[src/rtl/ger_i2c.sv]
// rtl/ger_i2c.sv - I2C address-phase generator: START, 8 bits MSB-first, ACK slot, STOP.
// All bus outputs are registered from the next state so edges land exactly on phase boundaries.
module ger_i2c #(
    parameter int TICKS = 4
) (
    input  logic       clk,
    input  logic       reset,
    input  logic       inicio,
    input  logic [7:0] dado,
    output logic       sda,
    output logic       scl,
    output logic       ocupado,
    output logic       concluido
);

    localparam int PW = (TICKS > 1) ? $clog2(TICKS) : 1;

    typedef enum logic [3:0] {
        IDLE, INICIO, START, BIT_L0, BIT_L1, BIT_H,
        ACK_L0, ACK_L1, ACK_H, STOP_L0, STOP_L1, STOP_H, STOP_R, FIM
    } state_t;

    state_t        state, state_nx;
    logic [PW-1:0] phase, phase_nx;
    logic [2:0]    bit_cnt, bit_cnt_nx;
    logic [7:0]    shreg, shreg_nx;
    logic          sda_nx, scl_nx;
    logic          last_phase;

    assign last_phase = (phase == PW'(TICKS - 1));

    always_ff @(posedge clk) begin
        if (reset) begin
            state     <= IDLE;
            phase     <= '0;
            bit_cnt   <= '0;
            shreg     <= '0;
            sda       <= 1'b1;
            scl       <= 1'b1;
            ocupado   <= 1'b0;
            concluido <= 1'b0;
        end else begin
            state     <= state_nx;
            phase     <= phase_nx;
            bit_cnt   <= bit_cnt_nx;
            shreg     <= shreg_nx;
            sda       <= sda_nx;
            scl       <= scl_nx;
            ocupado   <= (state_nx != IDLE);
            concluido <= (state_nx == FIM);
        end
    end

    always_comb begin
        state_nx   = state;
        phase_nx   = phase;
        bit_cnt_nx = bit_cnt;
        shreg_nx   = shreg;
        sda_nx     = sda;
        scl_nx     = 1'b1;

        if (state == IDLE) begin
            phase_nx = '0;
            if (inicio) begin
                state_nx   = INICIO;
                shreg_nx   = dado;
                bit_cnt_nx = 3'd7;
            end
        end else if (state == FIM) begin
            state_nx = IDLE;
            phase_nx = '0;
        end else if (!last_phase) begin
            phase_nx = phase + PW'(1);
        end else begin
            phase_nx = '0;
            case (state)
                INICIO:  state_nx = START;
                START:   state_nx = BIT_L0;
                BIT_L0:  state_nx = BIT_L1;
                BIT_L1:  state_nx = BIT_H;
                BIT_H: begin
                    if (bit_cnt != 3'd0) begin
                        bit_cnt_nx = bit_cnt - 3'd1;
                        state_nx   = BIT_L0;
                    end else begin
                        state_nx = ACK_L0;
                    end
                end
                ACK_L0:  state_nx = ACK_L1;
                ACK_L1:  state_nx = ACK_H;
                ACK_H:   state_nx = STOP_L0;
                STOP_L0: state_nx = STOP_L1;
                STOP_L1: state_nx = STOP_H;
                STOP_H:  state_nx = STOP_R;
                STOP_R:  state_nx = FIM;
                default: state_nx = IDLE;
            endcase
        end

        // Held-sda states keep the registered value; sda only moves while scl is low.
        case (state_nx)
            IDLE, INICIO, FIM: begin
                sda_nx = 1'b1;
                scl_nx = 1'b1;
            end
            START:   sda_nx = 1'b0;
            BIT_L0:  scl_nx = 1'b0;
            BIT_L1: begin
                scl_nx = 1'b0;
                sda_nx = shreg_nx[bit_cnt_nx];
            end
            BIT_H:   scl_nx = 1'b1;
            ACK_L0:  scl_nx = 1'b0;
            ACK_L1: begin
                scl_nx = 1'b0;
                sda_nx = 1'b0;
            end
            ACK_H:   scl_nx = 1'b1;
            STOP_L0: scl_nx = 1'b0;
            STOP_L1: begin
                scl_nx = 1'b0;
                sda_nx = 1'b0;
            end
            STOP_H:  sda_nx = 1'b0;
            STOP_R:  sda_nx = 1'b1;
            default: begin
                sda_nx = 1'b1;
                scl_nx = 1'b1;
            end
        endcase
    end

endmodule

[config.mk]
export PLATFORM = sky130hd
export DESIGN_NAME = ger_i2c
export DESIGN_NICKNAME = d
export VERILOG_FILES = /design/src/rtl/ger_i2c.sv
export SDC_FILE = /design/constraint.sdc
export NUM_CORES = 1
export LEC_CHECK = 0
export BUFFER_PORTS_ARGS = -buffer_cell sky130_fd_sc_hd__buf_2
export CAP_MARGIN = 20
export CORE_MARGIN = 1
export CORE_UTILIZATION = 45
export DETAILED_ROUTE_END_ITERATION = 6
export PLACE_DENSITY_LB_ADDON = 0.05
export SLEW_MARGIN = 20
export SYNTH_ARGS = -nofsm -noshare
export SYNTH_HDL_FRONTEND = slang
export SYNTH_SLANG_ARGS = --single-unit
[constraint.sdc]
create_clock -name clk -period 3.1 [get_ports clk]
set_input_delay 0.62 -clock clk [delete_from_list [all_inputs] [get_ports clk]]
set_output_delay 0.62 -clock clk [all_outputs]
set_load 0.02 [all_outputs]
==> flow_summary.yaml, run 1 <==
status:
  status: "finished with violations"
  violations: "DRC"
floorplan:
  coreArea_um2: 2830
  die_area_um2: 3310
  die_w_um: 57.6
  start_util_pct: 49.1
  ios: 15
  core.rowCount: 19
  die_y_um: 57.6
synth:
  synthesis.yosys.warnings: 0
  async_flop_share_pct: 0
  synth_top_area_cell: "dfxtp_1"
  ys.flop_type: "dfxtp_1"
  synth_area_um2: 1390
  synth_top_area_share_pct: 30.3
  synth_seq_cells: 21
  syn_nets: 184
  avgSynthCellArea_um2: 8.17
  synth_edf_count: 0
  synth_cells: 170
  synthTopCellsByArea: "dfxtp_1 (30%), a21oi_1 (6.1%), nand2_1 (5.9%), o21ai_0 (2.9%), ha_1 (2.7%)"
  synth_cell_type_count: 53
  synth_sequential_area_ratio_pct: 30.3
clocking:
  cts_tree: "done"
  clockBufferDepth: 2
  post_cts_resized: 0
  h-tree-depth: 1
  cts_hold_buf: 0
  path_clk_slew_ns: 0.12
  cts-buffers-inserted: 3
  clk_latency_ns: 0.31
  clockRootBuffer: "clkbuf_4"
  cts_setup_buffers: 0
  cts_sinks: 21
finish:
  layout_common_cells: "nand2_1 (22), dfxtp_1 (21), a21oi_1 (17), buf_2 (14), nor2_1 (9)"
  nFillCells: 286
  layout.nets: 191
  antenna_cells: 0
  drive_gt1_share_pct: 18.8
  multiInputGateArea_um2: 878
  syn2layout_area_growth_pct: 4.87
  regArea_um2: 420
  final_common_cell: "nand2_1"
placed_design:
  port-buffer-count: 14
  gp_congestion: 0.754
  dp_hpwl_mm: 2.16
grt:
  grt_start_max_net_pins: 23
  met1_usage_pct: 30.4
  grt.overflow.total: 0
  grt_use_total_pct: 20.3
  grt_pass1_wl_mm: 5.18
  grt_pass1_vias: 1059
  grt_busiest_layer: "met1"
  antenna_found_initial: 0
  grt_use_met2_pct: 28.6
  met3_usage_pct: 5.22
setup_path:
  path_delay_family: "simple AND/OR/NAND/NOR gates"
  worstSetupPathDepth: 7
  cp_max_fo: 14
  slowest_delay_ns: 0.54
  crit_chain: "ha_1 -> and4b_1 -> nand4_1 -> nand2_1 -> mux2_2 -> o2111ai_1 -> a32oi_1"
  crit_arrival_ns: 2.66
  worst_setup_path_end_kind: "register"
  worstPathBufferInverterCount: 0
  r2r_cells: 7
  cp.required_ns: 3.30
  slowest_stage: "ha_1"
  critPathKind: "reg2reg"
  cp-start-kind: "register"
run:
  cap_violations: 0
sta:
  finClkSkew_ns: 0.00377
  maxSlewHeadroom_pct: 49.6
  hold_violations: 0
  period_minus_slack_ns: 2.46
  slew_violations: 0
  post-route-period-util_pct: 79.4
  fmax_ghz: 0.406
  max_slew.worst_pin.slew_ns: 0.754
  fin_tns_setup_ns: 0
  rsz0062_at_grt: "false"
  finalSetupViolations: 0
route:
  vias: 1229
  wl_per_cell_um: 14.9
  final_antenna_net_count: 0
  drtIter0Drc: 42
  wl_mm: 3.08
  viasPerCell: 5.94
  remaining_drc_errors: 1
  firstDrtPassIters: 6
pwr:
  power.density_nw_per_um2: 359
  leakage_nw: 0.546
  finalPower_uw: 523
  ir_drop_v: 0.000267
hold_path:
  holdPathStages: 1
  min_path_type: "reg2reg"
==> metrics by stage <==
step                      setup slack [ns]  hold WS, ns  std cells  util (%)  instance area (µm²)
after detailed placement             0.670        0.432        203      50.6                 1430
after global routing                 0.462        0.485        207      51.5                 1460
after CTS                            0.640        0.450        207      51.5                 1460
after floorplan                       1.09        0.408        170         -                 1390
final                                0.639        0.441        207      51.5                 1460
after global placement               0.675        0.414        203      50.6                 1430
==> area by class of cell <==
class	instances	area share, %
repair buffers	14	4.81
well taps	31	2.66
inverters	6	1.55
multi-input cells	131	60.3
clock buffers	4	1.80
flip-flops and latches	21	28.9
==> path summary, 6_finish.rpt <==
kind / endpoint / slack, ns / from
max: sda$_SDFFE_PP1N_ / 0.64 / phase[0]$_SDFF_PP0_
min reg2reg: phase[0]$_SDFF_PP0_ / 0.44 / phase[0]$_SDFF_PP0_
min: phase[0]$_SDFF_PP0_ / 0.44 / phase[0]$_SDFF_PP0_
max reg2reg: sda$_SDFFE_PP1N_ / 0.64 / phase[0]$_SDFF_PP0_
==> power by group <==
part	switching, mW	internal [mW]
Sequential	0.0127	0.284
Clock	0.0860	0.0503
Combinational	0.0556	0.0346
Total	0.154	0.369
==> layer usage <==
layer / up-vias / wire [µm] / share of wire [%]
met4: 0 / 29 / 0.94
met3: 4 / 120 / 3.9
li1: 640 / - / -
met1: 561 / 1650 / 54
met2: 24 / 1280 / 42
met5: - / 0 / 0
==> synth_stat cells (2+ instances only) <==
cell       count
nor4_1         3
o211ai_1       2
dfxtp_1       21
nor4b_1        2
o221ai_1       2
nor3b_1        3
buf_2          3
inv_1          6
nand2_1       22
buf_4          3
o21ai_0        8
ha_1           3
nor3_1         4
a31oi_1        4
nor2b_1        4
o21ai_1        2
nand2b_1       5
o31ai_1        2
a311oi_1       2
clkbuf_1       5
nand4_1        3
a21oi_1       17
o2111ai_1      2
mux2_2         3
nor2_1         9
nand3_1        3
==> flip-flops by register name, indices dropped and copies added (netlist names) <==
| register | flops |
|---|---|
| shreg | 8 |
| state | 4 |
| bit_cnt | 3 |
| phase | 2 |
| concluido | 1 |
| ocupado | 1 |
| scl | 1 |
| sda | 1 |
==> cells by family after synthesis <==
family | after synthesis | share of synthesized area (%)
muxes | 4 | 3.15
AOI/OAI and AO/OA | 50 | 24.1
buffers and inverters | 18 | 6.49
xor gates and xnor gates | 1 | 0.631
adders and majority gates | 3 | 2.70
DFF | 21 | 30.3
and+or+nand+nor | 73 | 32.7
Note: power is estimated with default switching activity, not from simulation.
==> run 2, diff against run 1 <==
clock period = 2.3 ns   (was 3.1 ns; I/O delays follow)
==> run 2 against run 1 <==
  * The run still ends with DRC left
  * Register-to-register slack got worse by 0.53 ns
  * Total power rose by 38%
  * Via count rose by 3.7%
  * First-iteration DRC count rose by 76%
  * Routed wire length rose by 7.4%
  * Worst setup slack got worse by 0.53 ns
  * Maximum frequency rose by 12%
  * Non-clock buffer count rose by 10
==> flow_summary.yaml, run 2 (same netlist as run 1, synthesis figures left out) <==
pwr:
  ir_drop_v: 0.000296
  leakage_nw: 0.596
  finalPower_uw: 720
  power.density_nw_per_um2: 468
sta:
  post-route-period-util_pct: 95.4
  finalSetupViolations: 0
  finClkSkew_ns: 0.00103
  rsz0062_at_grt: "false"
  hold_violations: 0
  slew_violations: 0
  max_slew.worst_pin.slew_ns: 0.497
  fmax_ghz: 0.456
  period_minus_slack_ns: 2.19
  setup_slack_ns: 0.105
  fin_tns_setup_ns: 0
  maxSlewHeadroom_pct: 66.8
setup_path:
  worst_setup_path_end_kind: "register"
  r2r_slack_ns: 0.11
  cp_max_fo: 7
  r2r_cells: 8
  regToRegEndpoint: "sda$_SDFFE_PP1N_"
  r2r-start: "bit_cnt[0]$_SDFF_PP0_"
  critPathKind: "reg2reg"
  cp-start-kind: "register"
  cp.required_ns: 2.54
  crit_arrival_ns: 2.44
finish:
  final_common_cell: "nand2_1"
  regMostFlops: "shreg"
  largest_registers: "shreg x8, state x4, bit_cnt x3"
  largest_register_ffs: 8
  final_core_util_pct: 54.4
  layout.nets: 201
  antenna_cells: 0
  fin_cells: 217
  nFillCells: 283
  drive_gt1_share_pct: 25.8
  layout_common_cells: "nand2_1 (22), dfxtp_1 (20), a21oi_1 (17), buf_2 (14), buf_4 (10)"
  syn2layout_area_growth_pct: 10.8
clocking:
  cts_sinks: 21
  h-tree-depth: 1
  clk_latency_ns: 0.31
  cts_setup_buffers: 0
  clockBufferDepth: 2
  clockRootBuffer: "clkbuf_4"
  path_clk_slew_ns: 0.12
  cts_tree: "done"
  cts_hold_buf: 0
  post_cts_resized: 0
  cts-buffers-inserted: 3
route:
  wl_per_cell_um: 15.2
  remaining_drc_errors: 1
  vias: 1275
  wl_mm: 3.30
  final_antenna_net_count: 0
  firstDrtPassIters: 6
  viasPerCell: 5.88
  drtIter0Drc: 74
floorplan:
  die_y_um: 57.6
  core.rowCount: 19
  ios: 15
  start_util_pct: 49.1
  coreArea_um2: 2830
  die_w_um: 57.6
  die_area_um2: 3310
hold_path:
  min_path_type: "in2reg"
  min_from: "dado[1]"
  holdPathStages: 3
  min_to: "shreg[1]$_SDFF_PP0_"
grt:
  grt_pass1_wl_mm: 5.52
  antenna_found_initial: 0
  grt_start_max_net_pins: 22
  grt.overflow.total: 0
  grt_use_total_pct: 21.9
  grt_pass1_vias: 1174
placed_design:
  gp_congestion: 0.885
  dp_hpwl_mm: 2.42
  port-buffer-count: 14
  dp_cells: 213
  place_ws_ns: 0.0500
status:
  status: "finished with violations"
  violations: "DRC"
run:
  cap_violations: 0
==> run 2: area by class of cell <==
type                       instances  area (µm²)  area share, %
multi-input combinational        131         883           57.4
sequential                        21         422           27.4
timing repair buffer              24         145           9.43
tap                               31        38.8           2.52
clock buffer                       3        22.5           1.46
inverter                           6        22.5           1.46
clock inverter                     1        5.00          0.325
==> run 2: routing by layer <==
metal | wire length (µm) | GRT usage [%] | vias to the layer above
met5 | 0 | 0 | -
met4 | 27 | 5.23 | 0
li1 | - | - | 654
met2 | 1520 | 34.1 | 22
met1 | 1650 | 30.8 | 595
met3 | 105 | 4.76 | 4
==> run 2: how the worst max path moves through the flow <==
stage / startpoint / slack [ns] / end
2_1_floorplan: bit_cnt[0]$_SDFF_PP0_ / 0.29 / sda$_SDFFE_PP1N_
3_3_place_gp: phase[0]$_SDFF_PP0_ / 0.13 / sda$_SDFFE_PP1N_
3_5_place_dp: phase[0]$_SDFF_PP0_ / 0.05 / sda$_SDFFE_PP1N_
4_1_cts: phase[0]$_SDFF_PP0_ / 0.01 / sda$_SDFFE_PP1N_
5_1_grt: bit_cnt[0]$_SDFF_PP0_ / 0.008 / sda$_SDFFE_PP1N_
6_report: bit_cnt[0]$_SDFF_PP0_ / 0.11 / sda$_SDFFE_PP1N_
==> run 2: critical path, cell delays in order (launching register included) <==
cell and delay, ns:
dfxtp_1 0.37, inv_2 0.12, ha_2 0.21, and2b_2 0.23, o21ai_1 0.07, and3_4 0.22
or3_1 0.42, o221a_2 0.30, a32oi_1 0.19
==> run 2: report_power, final <==
part           internal (mW)  leakage, nW  total, mW  switching, mW
Sequential             0.383        0.173      0.400         0.0167
Combinational         0.0571        0.405      0.137         0.0800
Clock                 0.0650       0.0177      0.183          0.118
==> run 2: per-stage QoR <==
stage	hold slack, ns	instance area (µm²)
5_1_grt	0.351	1540
3_5_place_dp	0.436	1510
4_1_cts	0.366	1530
6_report	0.374	1540
3_3_place_gp	0.413	1510
2_1_floorplan	0.408	1390
==> run 3, diff against run 2 <==
CORE_MARGIN = 2   (was 1)
CORE_UTILIZATION = 42   (was 45)
==> run 3 against run 2 <==
  * Worst setup slack better by 0.0062 ns
  * Critical path type unchanged
  * Core utilization shrank 3.8 points
  * Via count stayed put
  * Count of clock-buffer cells in the layout grew 1
  * Final area grew 2.0%
  * Register-to-register slack hardly changed
  * Highest routed layer unchanged
  * Routed wire length fell by 2.4%
  * Clock skew is 0.017 ns higher
  * The run now ends clean
  * Non-clock buffer count is the same
  * Worst hold slack worse by 0.0038 ns
  * Largest cell class unchanged
  * Die area rose by 14%
==> flow_summary.yaml, run 3 (same netlist as run 1, synthesis figures left out) <==
sta:
  setup_slack_ns: 0.112
  fin_tns_setup_ns: 0
  maxSlewHeadroom_pct: 67.4
  finClkSkew_ns: 0.0176
  fin_hold_ws_ns: 0.371
  fmax_ghz: 0.457
  slew_violations: 0
  post-route-period-util_pct: 95.1
  finalSetupViolations: 0
  rsz0062_at_grt: "false"
  max_slew.worst_pin.slew_ns: 0.487
  period_minus_slack_ns: 2.19
  hold_violations: 0
grt:
  grt_start_max_net_pins: 22
  grt_use_total_pct: 18.6
  grt_pass1_wl_mm: 5.26
  antenna_found_initial: 0
  grt.overflow.total: 0
  grt_pass1_vias: 1123
pwr:
  pwr-share-seq_pct: 54.9
  leakage_nw: 0.599
  p_clk_share_pct: 25.1
  finalPower_uw: 719
  combPwrFrac_pct: 19.9
  p_switching_uw: 210
  sw_frac_of_total_pct: 29.2
  intPower_uw: 509
  power.density_nw_per_um2: 458
  ir_drop_v: 0.000251
setup_path:
  worstPathBufferInverterCount: 1
  crit_arrival_ns: 2.41
  cp_max_fo: 7
  cp-start-kind: "register"
  cp.required_ns: 2.53
  critPathKind: "reg2reg"
  slowest_delay_ns: 0.42
  slowest_stage: "or3_1"
  worst_setup_path_end_kind: "register"
  crit_chain: "inv_2 -> ha_2 -> and2b_4 -> o21ai_1 -> and3_4 -> or3_1 -> o221a_2 -> a32oi_1"
  r2r_slack_ns: 0.11
  path_delay_family: "simple AND/OR/NAND/NOR gates"
finish:
  final_area_um2: 1570
  layout_common_cells: "nand2_1 (22), dfxtp_1 (19), a21oi_1 (17), buf_2 (14), buf_4 (10)"
  final_common_cell: "nand2_1"
  largest_registers: "shreg x8, state x4, bit_cnt x3"
  syn2layout_area_growth_pct: 13.1
  antenna_cells: 0
  drive_gt1_share_pct: 26.3
  regMostFlops: "shreg"
  largest_register_ffs: 8
  layout.nets: 201
route:
  wl_met3_um: 108
  vias: 1275
  wl_met1_mm: 1.63
  remaining_drc_errors: 0
  final_antenna_net_count: 0
  wl_per_cell_um: 14.0
  drtIter0Drc: 55
  firstDrtPassIters: 4
  viasPerCell: 5.54
  route.met2.wl_mm: 1.48
  wl_mm: 3.23
  highest_layer: "met4"
clocking:
  clockRootBuffer: "clkbuf_4"
  cts_hold_buf: 0
  cts_setup_buffers: 0
  cts_sinks: 21
  clockBufferDepth: 2
  cts-buffers-inserted: 3
  clk_latency_ns: 0.31
  h-tree-depth: 1
  post_cts_resized: 0
  path_clk_slew_ns: 0.13
  cts_tree: "done"
placed_design:
  dp_hpwl_mm: 2.37
  place_ws_ns: 0.0731
  placed_area_um2: 1520
  port-buffer-count: 14
  gp_congestion: 0.778
status:
  status: "complete, no violations"
floorplan:
  start_util_pct: 44.8
  ios: 15
  core.rowCount: 20
  die_y_um: 61.5
  coreArea_um2: 3100
  die_w_um: 61.5
  die_area_um2: 3780
run:
  cap_violations: 0
hold_path:
  min_path_type: "in2reg"
-- run 3: cell types whose count changed in the layout (fill, tap and decap cells not counted), sizes merged --
| cell | before | now |
|---|---|---|
| clkbuf | 3 | 4 |
| clkinv | 1 | 0 |
-- run 3: cell type report --
cell class / instances / area (µm²)
Timing Repair Buffer: 24 / 145
Fill cell: 315 / 1530
Sequential cell: 21 / 423
Clock buffer: 4 / 26.3
Multi-Input combinational cell: 131 / 898
Inverter: 6 / 22.5
Tap cell: 44 / 55.1
-- run 3: path summary, 6_finish.rpt --
| check | start | depth (start not counted) | endpoint |
|---|---|---|---|
| setup reg to reg | bit_cnt[0]$_SDFF_PP0_ | 8 | sda$_SDFFE_PP1N_ |
| hold / removal | dado[5] | 3 | shreg[5]$_SDFF_PP0_ |
| hold reg to reg | phase[0]$_SDFF_PP0_ | 1 | phase[0]$_SDFF_PP0_ |
| setup / recovery | bit_cnt[0]$_SDFF_PP0_ | 8 | sda$_SDFFE_PP1N_ |
-- run 3: layer usage --
layer	track usage (%)	vias to the layer above
met2	29.3	25
met3	4.41	2
li1	-	658
met5	0	-
met1	26.0	590
met4	3.65	0
-- run 3: tightest hold or removal path: cells and delay by family --
kind	cells	cell delay (ns)
buffers and inverters	1	0.10
AND/OR/NAND/NOR	1	0.05
AO/OA/AOI/OAI	1	0.05
-- run 3: power groups by stage --
stage,clock network [mW],logic (mW),registers (mW)
2_1_floorplan,0,0.0917,0.404
3_3_place_gp,0,0.136,0.402
3_5_place_dp,0,0.137,0.401
4_1_cts,0.193,0.138,0.393
5_1_grt,0.209,0.161,0.398
6_report,0.181,0.143,0.395
-- run 3: per-stage QoR --
step,utilization (%),std cells
floorplan,-,170
global placement,49.0,226
detailed placement,49.0,226
CTS,49.9,230
global route,50.6,230
finish,50.6,230
